==> src/rtl/hub_tile_param.sv <==
// hub_tile_param: parametrised hub tile router for the hierarchical ring NoC.
//
// Ports, index order 0 = CW ring, 1 = CCW ring, 2 = vertical (superhub),
// 3.. = cluster 0..N_CLUSTER-1; P = 3 + N_CLUSTER:
//   clk, rst          clock, asynchronous active-high reset
//   in_data/in_valid  P input flits (port p at [p*FLIT_W +: FLIT_W])
//   in_credit         one-cycle pulse upstream per flit dequeued (sent or dropped)
//   out_data/out_valid P registered output flits, data holds when not valid
//   out_credit        one-cycle pulse from downstream = one credit back
//   my_cluster        this hub's ring position (static after reset)
//   err_overflow      sticky per-input flag: a flit hit a full FIFO
//
// Optional build macro HUB_TILE_SHORTEST_PATH_EN: when defined, off-cluster
// flits take the shorter ring direction (ties go CW); otherwise everything
// off-cluster leaves on the CW link.
//
// Flits are registered on entry, written into a per-input FIFO one edge
// later, routed on the FIFO head and arbitrated round-robin per output, so a
// flit sampled at edge k can leave at edge k+2 at the earliest.
module hub_tile_param #(
  parameter int FLIT_W    = 20,
  parameter int N_CLUSTER = 4,
  parameter int CL_W      = 2,
  parameter int DEPTH     = 4,
  parameter int CREDITS   = 4
) (
  input  logic                            clk,
  input  logic                            rst,
  input  logic [(3+N_CLUSTER)*FLIT_W-1:0] in_data,
  input  logic [2+N_CLUSTER:0]            in_valid,
  output logic [2+N_CLUSTER:0]            in_credit,
  output logic [(3+N_CLUSTER)*FLIT_W-1:0] out_data,
  output logic [2+N_CLUSTER:0]            out_valid,
  input  logic [2+N_CLUSTER:0]            out_credit,
  input  logic [CL_W-1:0]                 my_cluster,
  output logic [2+N_CLUSTER:0]            err_overflow
);

  localparam int P     = 3 + N_CLUSTER;
  localparam int LOC_W = (N_CLUSTER > 1) ? $clog2(N_CLUSTER) : 1;
  localparam int AW    = $clog2(DEPTH);
  localparam int PW    = $clog2(P);
  localparam int CW    = $clog2(CREDITS + 1);

  localparam logic [LOC_W:0] N_LOCAL   = (LOC_W+1)'(N_CLUSTER);
  localparam logic [CW-1:0]  CRED_MAX  = CW'(CREDITS);
  localparam logic [AW:0]    FIFO_FULL = (AW+1)'(DEPTH);
`ifdef HUB_TILE_SHORTEST_PATH_EN
  localparam logic [CL_W:0]  HALF_RING = (CL_W+1)'((1 << CL_W) / 2);
`endif

  logic [FLIT_W-1:0]          in_data_r   [P];
  logic [P-1:0]               in_valid_r;
  logic [FLIT_W-1:0]          mem_r       [P][DEPTH];
  logic [AW-1:0]              rd_ptr_r    [P];
  logic [AW-1:0]              wr_ptr_r    [P];
  logic [AW:0]                count_r     [P];
  logic [P-1:0]               err_r;
  logic [CW-1:0]              credit_r    [P];
  logic [PW-1:0]              ptr_r       [P];
  logic [P-1:0]               out_valid_r;
  logic [P-1:0]               in_credit_r;
  logic [P*FLIT_W-1:0]        out_data_r;

  logic [FLIT_W-1:0]          head_s      [P];
  logic [PW-1:0]              dest_s      [P];
  logic [P-1:0]               drop_s;
  logic [P-1:0]               busy_s;
  logic [P-1:0]               gnt_s       [P];   // gnt_s[output][input]
  logic [PW-1:0]              win_s       [P];
  logic [P-1:0]               any_gnt_s;
  logic [P-1:0]               deq_s;
  logic [P-1:0]               full_s;
  logic [P-1:0]               wr_s;
  logic [PW-1:0]              arb_idx_s;
  logic                       arb_hit_s;

  // Route decision for one head flit: returns {drop, output index}.
  function automatic logic [PW:0] route_fn(input int port,
                                           input logic [FLIT_W-1:0] flit,
                                           input logic [CL_W-1:0] here);
    logic             sys;
    logic [CL_W-1:0]  dc;
    logic [LOC_W-1:0] dl;
    logic [PW:0]      res;
`ifdef HUB_TILE_SHORTEST_PATH_EN
    logic [CL_W-1:0]  dist;
`endif
    sys = flit[FLIT_W-1];
    dc  = flit[FLIT_W-2 -: CL_W];
    dl  = flit[FLIT_W-2-CL_W -: LOC_W];
    res = {1'b0, PW'(0)};
    // The vertical input never bounces SYS traffic back up; it routes locally.
    if (sys && (port != 32'sd2)) begin
      res = {1'b0, PW'(2)};
    end else if (dc == here) begin
      if ({1'b0, dl} < N_LOCAL) res = {1'b0, PW'(3) + PW'(dl)};
      else                      res = {1'b1, PW'(0)};
    end else begin
`ifdef HUB_TILE_SHORTEST_PATH_EN
      // Modular ring distance wraps naturally in CL_W bits.
      dist = dc - here;
      if ({1'b0, dist} <= HALF_RING) res = {1'b0, PW'(0)};
      else                           res = {1'b0, PW'(1)};
`else
      res = {1'b0, PW'(0)};
`endif
    end
    return res;
  endfunction

  // Entry register: one cycle between the pins and the FIFO write.
  always_ff @(posedge clk or posedge rst) begin
    if (rst) begin
      in_valid_r <= '0;
      for (int p = 0; p < P; p++) in_data_r[p] <= '0;
    end else begin
      in_valid_r <= in_valid;
      for (int p = 0; p < P; p++) in_data_r[p] <= in_data[p*FLIT_W +: FLIT_W];
    end
  end

  // Head decode and per-input route.
  always_comb begin
    busy_s = '0;
    drop_s = '0;
    for (int p = 0; p < P; p++) begin
      head_s[p] = mem_r[p][rd_ptr_r[p]];
      dest_s[p] = '0;
      busy_s[p] = (count_r[p] != '0);
      {drop_s[p], dest_s[p]} = route_fn(p, head_s[p], my_cluster);
    end
  end

  // Round-robin arbitration per output, searching from ptr_r, gated by credit.
  always_comb begin
    any_gnt_s = '0;
    arb_idx_s = '0;
    arb_hit_s = 1'b0;
    for (int o = 0; o < P; o++) begin
      gnt_s[o] = '0;
      win_s[o] = '0;
      for (int k = 0; k < P; k++) begin
        arb_idx_s = PW'(((int'(ptr_r[o]) + k) >= P) ? (int'(ptr_r[o]) + k - P)
                                                     : (int'(ptr_r[o]) + k));
        arb_hit_s = (credit_r[o] != '0) && !any_gnt_s[o] && busy_s[arb_idx_s] &&
                    !drop_s[arb_idx_s] && (dest_s[arb_idx_s] == PW'(o));
        gnt_s[o][arb_idx_s] = gnt_s[o][arb_idx_s] | arb_hit_s;
        win_s[o]     = arb_hit_s ? arb_idx_s : win_s[o];
        any_gnt_s[o] = any_gnt_s[o] | arb_hit_s;
      end
    end
  end

  // Dequeue on grant or drop; a full FIFO still accepts when it dequeues.
  always_comb begin
    deq_s = busy_s & drop_s;
    for (int o = 0; o < P; o++) deq_s = deq_s | gnt_s[o];
    for (int p = 0; p < P; p++) full_s[p] = (count_r[p] == FIFO_FULL);
    wr_s = in_valid_r & (~full_s | deq_s);
  end

  // FIFO pointers, occupancy and sticky overflow flags.
  always_ff @(posedge clk or posedge rst) begin
    if (rst) begin
      err_r <= '0;
      for (int p = 0; p < P; p++) begin
        rd_ptr_r[p] <= '0;
        wr_ptr_r[p] <= '0;
        count_r[p]  <= '0;
      end
    end else begin
      err_r <= err_r | (in_valid_r & full_s & ~deq_s);
      for (int p = 0; p < P; p++) begin
        if (wr_s[p])  wr_ptr_r[p] <= wr_ptr_r[p] + AW'(1);
        if (deq_s[p]) rd_ptr_r[p] <= rd_ptr_r[p] + AW'(1);
        count_r[p] <= count_r[p] + (AW+1)'(wr_s[p]) - (AW+1)'(deq_s[p]);
      end
    end
  end

  // FIFO storage; contents are meaningless while empty, so no reset.
  always_ff @(posedge clk) begin
    for (int p = 0; p < P; p++) begin
      if (wr_s[p]) mem_r[p][wr_ptr_r[p]] <= in_data_r[p];
    end
  end

  // Output registers, RR pointers and per-output credit counters.
  always_ff @(posedge clk or posedge rst) begin
    if (rst) begin
      out_valid_r <= '0;
      in_credit_r <= '0;
      out_data_r  <= '0;
      for (int o = 0; o < P; o++) begin
        credit_r[o] <= CRED_MAX;
        ptr_r[o]    <= '0;
      end
    end else begin
      out_valid_r <= any_gnt_s;
      in_credit_r <= deq_s;
      for (int o = 0; o < P; o++) begin
        if (any_gnt_s[o]) begin
          out_data_r[o*FLIT_W +: FLIT_W] <= head_s[win_s[o]];
          ptr_r[o] <= (win_s[o] == PW'(P-1)) ? PW'(0) : win_s[o] + PW'(1);
        end
        case ({any_gnt_s[o], out_credit[o]})
          2'b10:   credit_r[o] <= credit_r[o] - CW'(1);
          2'b01:   credit_r[o] <= (credit_r[o] == CRED_MAX) ? credit_r[o]
                                                            : credit_r[o] + CW'(1);
          default: credit_r[o] <= credit_r[o];
        endcase
      end
    end
  end

  assign out_valid    = out_valid_r;
  assign in_credit    = in_credit_r;
  assign out_data     = out_data_r;
  assign err_overflow = err_r;

endmodule
==> config.mk <==
export PLATFORM = sky130hd
export DESIGN_NAME = hub_tile_param
export DESIGN_NICKNAME = d
export VERILOG_FILES = /design/src/rtl/hub_tile_param.sv
export SDC_FILE = /design/constraint.sdc
export NUM_CORES = 2
export LEC_CHECK = 0
export ABC_AREA = 1
export BUFFER_PORTS_ARGS = -buffer_cell sky130_fd_sc_hd__buf_2
export CAP_MARGIN = 20
export CORE_UTILIZATION = 43
export DETAILED_ROUTE_END_ITERATION = 10
export PLACE_DENSITY = 0.65
export SLEW_MARGIN = 10
export SYNTH_ARGS = -nofsm -noshare
export SYNTH_HDL_FRONTEND = slang
export SYNTH_SLANG_ARGS = --single-unit
==> constraint.sdc <==
create_clock -name clk -period 38.8 [get_ports clk]
set_clock_uncertainty 0.15 [all_clocks]
set_input_delay 7.76 -clock clk [delete_from_list [all_inputs] [get_ports clk]]
set_output_delay 7.76 -clock clk [all_outputs]
set_load 0.01 [all_outputs]
### Word-level counts from Yosys, hierarchy flattened

Memory sizes are Yosys's and may differ from the RTL's.
Cells that the tools add are included.
W data, S select, Z words.

| cells by class | value |
|---|---|
| reduce and logical (&&, ||, !) cells | 371 |
| mux-type cells | 776 |
| $lt $le $gt $ge | 224 |
| add/subtract/negate cells | 147 |
| eq/ne operators | 91 |
| bitwise operators | 183 |

Operators by type and width:

| cell | number |
|---|---|
| $mux W20 | 35 |
| $mux W3 | 221 |
| $mux W80 | 7 |
| $bmux W3 S3 | 49 |
| $bmux W1 S3 | 140 |
| $bmux W20 S3 | 7 |
| $bwmux W7 | 42 |
| $bmux W20 S2 | 7 |
| $demux W20 S2 | 7 |
| $logic_and A1 B1 Y1 | 245 |
| $ge A4 B4 Y1 const B | 56 |
| $not A3 Y4 | 56 |
| $mux W1 | 203 |
| $lt A3 B4 Y1 const B | 49 |
| $ge A4 B3 Y1 const B | 42 |
| $demux W1 S3 | 49 |
| $ge A3 B1 Y1 const B | 49 |
| $sub A3 B3 Y3 const B | 49 |
| $eq A3 B3 Y1 const B | 42 |
| $logic_not A1 Y1 | 91 |
| $or A1 B1 Y1 | 91 |
| $add A3 B3 Y4 const B | 21 |
| $and A7 B7 Y7 | 11 |
| $ge A3 B3 Y1 const B | 21 |
| other kinds (24) | 202 |

| storage, ports and cells | value |
|---|---|
| register bits | 399 |
| memories | 8 |
| RAM bits | 560 |
| bits in read-only memories | 56 |
| output and inout port bits | 161 |

Memories:

| name | depth | width | read ports | clocked after memory_dff | write ports | RTL line | source |
|---|---|---|---|---|---|---|---|
| mem_r | 7 | 80 | 7 | 0 | 7 | 54 | `logic [FLIT_W-1:0] mem_r [P][DEPTH];` |
| (no name shown) | 8 | 1 | 1 | 0 | 0 | 148 | `gnt_s[o][arb_idx_s] = gnt_s[o][arb_idx_s] \| arb_hit_s;` |
| (no name shown) | 8 | 1 | 1 | 0 | 0 | 148 |  |
| (no name shown) | 8 | 1 | 1 | 0 | 0 | 148 |  |
| (no name shown) | 8 | 1 | 1 | 0 | 0 | 148 |  |
| (no name shown) | 8 | 1 | 1 | 0 | 0 | 148 |  |
| 2 more memories | -- | -- | -- | -- | -- | -- |  |

### Logic depth before layout (Yosys ltp)

| depth | value |
|---|---|
| word-level depth | 60 |
| mapped depth | 66 |
| depth with buffers taken out | 64 |

### Worst setup path after synthesis

Ideal clock, no wire load.

| timing path | value |
|---|---|
| path kind | input -> register |
| start | in my_cluster[1] |
| end | mem mem_r[3][0] (netlist bit), enable pin |
| data arrival time | 13.019 ns |
| buffers on the path | 1 |
| library setup time | 0.397 ns |
| slack | 25.234 ns |
| stages | 52 |
| path through | buf_2 -> inv_1 -> nand3_1 -> nand2_1 -> inv_2 -> nand3_2 -> nand2_4 -> clkinv_4 -> nand2_1 -> nor2_1 -> inv_1 -> nand2_1 -> o21ai_0 -> o22ai_1 -> nand3_1 -> nand3_1 -> nand2_1 -> nand2_1 -> [16 not listed] -> nand2_1 -> nand2_1 -> nand2_1 -> nor2_1 -> nand2_2 -> nand3_1 -> nand2_1 -> nand2_1 -> nand2_1 -> nor2_1 -> nand2_1 -> nand2_1 -> nand2_1 -> nand2_1 -> nor2_4 -> nand3_4 -> nand2_2 -> nor2_1 |

RTL lines:

| what | RTL line | source |
|---|---|---|
| from (decl) | 35 | `input logic [CL_W-1:0] my_cluster,` |
| to (decl) | 54 |  |

### Worst setup path after layout

| timing path | value |
|---|---|
| start | in my_cluster[1] |
| end | reg count_r[2] (netlist bit) |

| on the way | value |
|---|---|
| cells in the longest elaborated chain, start to end | 56 |
| elaborated cells on any way between the ends | 661 |
| classes of those cells | add/sub: 2; eq/ne: 49; mux: 286; bitwise: 100; reduce/logical: 224 |

RTL lines:

| what | RTL line | source |
|---|---|---|
| branches (longest 51 deep; another with $and A7 B7 Y7) | -- |  |
| $or A7 B7 Y7 * | 158 | `for (int o = 0; o < P; o++) deq_s = deq_s \| gnt_s[o];` |
| via deq_s[6] | 72 | `logic [P-1:0] deq_s;` |
| $or A7 B7 Y7 | 160 | `wr_s = in_valid_r & (~full_s \| deq_s);` |
| $and A7 B7 Y7 | 160 |  |
| $add A3 B1 Y3 | 177 | `count_r[p] <= count_r[p] + (AW+1)'(wr_s[p]) - (AW+1)'(deq_s[p]);` |
| $sub A3 B1 Y3 * | 177 |  |
| to (signal, indexed assignment) | 177 |  |
| to (decl) | 57 | `logic [AW:0] count_r [P];` |

Mark *: on every way through the listed nets, which the timed path passes. The select of a mux whose other input is x is not followed.
A chain may end at the register's enable or synchronous reset.

==> impl_metrics.ini <==
[clocking]
tritoncts = yes
clock_insertion_delay_worst_skew_ns = 0.80
cts_hold_repair.buffers = 0
cts_setup_buffers = 0
clock_tree.buffer_depth = 3
cts_inserted_buffers = 97
clkTransAtPathRegs_ns = 0.06
clock_sinks = 959
cts.htree.levels = 3
ctsResizeCount = 0
clock_tree.root_cell = sky130_fd_sc_hd__clkbuf_16

[grt]
grt_pass1_vias = 60400
global_route.usage.total_pct = 41.3
globalRouteOverflowTotal = 0
grt_antenna_before_repair = 22
grt_max_degree = 80
grt_first_pass_wirelength_mm = 440

[setup_path]
critPathSlowestCell = sky130_fd_sc_hd__a21oi_2
critPathMostFrequentCell = sky130_fd_sc_hd__nand2_1
critical_path.endpoint_type = flip-flop
worst-path-max-fanout = 29
critPathRequiredTime_ns = 39.29
setup.worst_path.start_class = primary input
cp.arrival_ns = 16.90
critical_path.max_stage_delay_ns = 0.79
setup.worst_path.class = primary input to flip-flop

[sta]
maxSlewViolCount = 0
achievable-frequency_mhz = 60.9
period_minus_slack_ns = 16.41
finalHoldViolations = 0
grt_setup_unrepaired = no
timing.final.crit_share_pct = 42.3
final_setup_violation_count = 0
slew_headroom_pct = 9.00
final_sum_of_negative_setup_slack_ns = 0
worst_pin_slew_ns = 1.36

[placement]
place.port_buffers = 318
gpl.final_weighted_congestion = 1.10
detailed_place_hpwl_mm = 239

[synth]
synth.cells.most_frequent = sky130_fd_sc_hd__nand2_1, sky130_fd_sc_hd__nor2_1, sky130_fd_sc_hd__inv_1, sky130_fd_sc_hd__o21ai_0, sky130_fd_sc_hd__edfxtp_1
synth_seq_cells = 959
synthSimpleGateAreaFrac_pct = 26.8
synth.distinct_cells = 69
synth-adder-area-share_pct = 3.13
synth_area_per_cell_sq_um = 7.53
postSynthNetCount = 8725
synthArstFlopShare_pct = 41.6
syn_inst = 8421
top_cell_type_by_total_area_after_synthesis = sky130_fd_sc_hd__edfxtp_1
yosysWarningCount = 0
synth_top_family_by_area = simple AND/OR/NAND/NOR gates
synth-edff-count = 560
synthMostInstantiatedCell = sky130_fd_sc_hd__nand2_1
yosysSeqAreaShare_pct = 42.3
synthesis.area_sq_um = 63400
ys_top_cells_by_area = sky130_fd_sc_hd__edfxtp_1, sky130_fd_sc_hd__dfrtp_1, sky130_fd_sc_hd__nand2_1, sky130_fd_sc_hd__o21ai_0, sky130_fd_sc_hd__nor2_1
synth_flop_cell = sky130_fd_sc_hd__edfxtp_1
portion_of_synthesized_cell_area_occupied_by_the_leading_cell_type_pct = 26.5
synth_xor_area_share_pct = 1.09
synth_compound_area_share_pct = 18.9
synthMuxAreaShare_pct = 0.140

[layout]
multi_input_comb_area_sq_um = 31800
fillerInstances = 14500
post_route_cells_drive_above_1_share_pct = 10.8
seqCellArea_sq_um = 26800
nets = 9002
syn_to_final_growth_pct = 12.0

[drt]
wire_per_inst_um = 29.5
vias_per_cell = 6.15
total_number_of_vias = 65900
detail_route.iter0.violations = 8210
detail-route-antenna-nets = 0
detail_route.wirelength_mm = 316
drt_drc_violations_left = 0
drt_pass1_iterations = 7

[flow_run]
drv.max_cap_violation_count = 0

[floorplanning]
starting_density_pct = 43.4
ioPinCount = 319
die_y_um = 386
core.rowCount = 140
die_area_sq_um = 149000
coreArea_sq_um = 146000
die_extent_in_x_um = 386

[outcome]
result_of_the_run = completed

[min_path]
timing.hold.worst.class = flip-flop to flip-flop
[cell usage in the layout (no fill, tap or decap), drive strengths merged, types with 14 or more instances in the layout]
| cell type | instances |
|---|---|
| nand3b | 24 |
| edfxtp | 560 |
| o221ai | 87 |
| fa | 21 |
| a32oi | 96 |
| ha | 125 |
| nor2 | 953 |
| o22ai | 187 |
| clkinv | 59 |
| a22oi | 19 |
| a21oi | 480 |
| nand2 | 2223 |
| nand3 | 590 |
| inv | 929 |
| o21ai | 808 |
| o211ai | 71 |
| nand4 | 91 |
| xor2 | 65 |
| a221oi | 39 |
| o2111ai | 32 |
| xnor2 | 14 |
| buf | 486 |
| dfrtp | 392 |
| nor3 | 47 |
| a2111oi | 22 |
| clkbuf | 135 |
| or2 | 21 |
| a41oi | 27 |
| a31oi | 69 |
| a211oi | 29 |
[flip-flops by register name, indices dropped and copies added, names as in the netlist]
signal and cells:
mem_r 560, in_data_r 140, out_data 140, count_r 21
credit_r 21, ptr_r 21, rd_ptr_r 14, wr_ptr_r 14
err_overflow 7, in_credit 7, in_valid_r 7, out_valid 7
[critical path, delay by kind of cell]
family	cells	cell delay, ns
XOR/XNOR	2	0.33
AO/OA/AOI/OAI	5	1.41
buffers and inverters	10	2.32
adder cells (fa/ha/maj)	2	0.51
AND/OR/NAND/NOR	19	4.48
[cell type report]
| cell class | count | area share [%] |
|---|---|---|
| multi-input combinational | 6205 | 44.8 |
| sequential | 959 | 37.7 |
| tap | 1917 | 3.38 |
| clock inverter | 49 | 0.914 |
| clock buffer | 135 | 3.95 |
| timing repair buffer | 486 | 4.10 |
| antenna | 8 | 0.0282 |
| inverter | 949 | 5.06 |
[metal layers]
| metal | track usage, % | up-vias | share of wire [%] |
|---|---|---|---|
| met1 | 52.7 | 31500 | 39 |
| li1 | - | 29400 | - |
| met2 | 62.9 | 3995 | 43 |
| met5 | 0 | - | 0.011 |
| met3 | 8.49 | 1041 | 9.6 |
| met4 | 28.6 | 6 | 8.4 |
[metrics by stage]
step / area [sq um] / setup slack [ns] / hold WS [ns] / util (%) / std cells
finish: 71000 / 22.39 / 0.275 / 48.6 / 10700
global placement: 67400 / 22.05 / 0.300 / 46.2 / 10500
global route: 71000 / 22.14 / 0.309 / 48.6 / 10700
CTS: 70900 / 22.73 / 0.282 / 48.6 / 10700
floorplan: 63400 / 19.81 / 0.305 / - / 8421
detailed placement: 67500 / 22.01 / 0.301 / 46.2 / 10500
[cells by family after synthesis]
kind of cell / count (synthesis)
flops: 959
xor+xnor: 79
buf+inv: 1257
fa+ha+maj: 146
simple gates: 3961
compound gates: 2011
mux: 8
[path summary, 6_finish.rpt]
check                                           end  slack (ns)               startpoint  cells past startpoint
max                            count_r[2]$_DFF_PP0_       22.39            my_cluster[1]                     38
min                          mem_r[2][18]$_DFFE_PP_        0.27  in_data_r[98]$_DFF_PP0_                      0
max reg2reg                    count_r[2]$_DFF_PP0_       27.00  rd_ptr_r[7]$_DFFE_PP0N_                     38
min reg2reg                  mem_r[2][18]$_DFFE_PP_        0.27  in_data_r[98]$_DFF_PP0_                      0
max in group asynchronous  out_data[95]$_DFFE_PP0P_       29.35                      rst                      4
min in group asynchronous    in_data_r[3]$_DFF_PP0_        6.94                      rst                      2
Power is left out: the tool's default activity adds up to more than one toggle a clock period on the data nets, which glitch-free logic cannot reach.
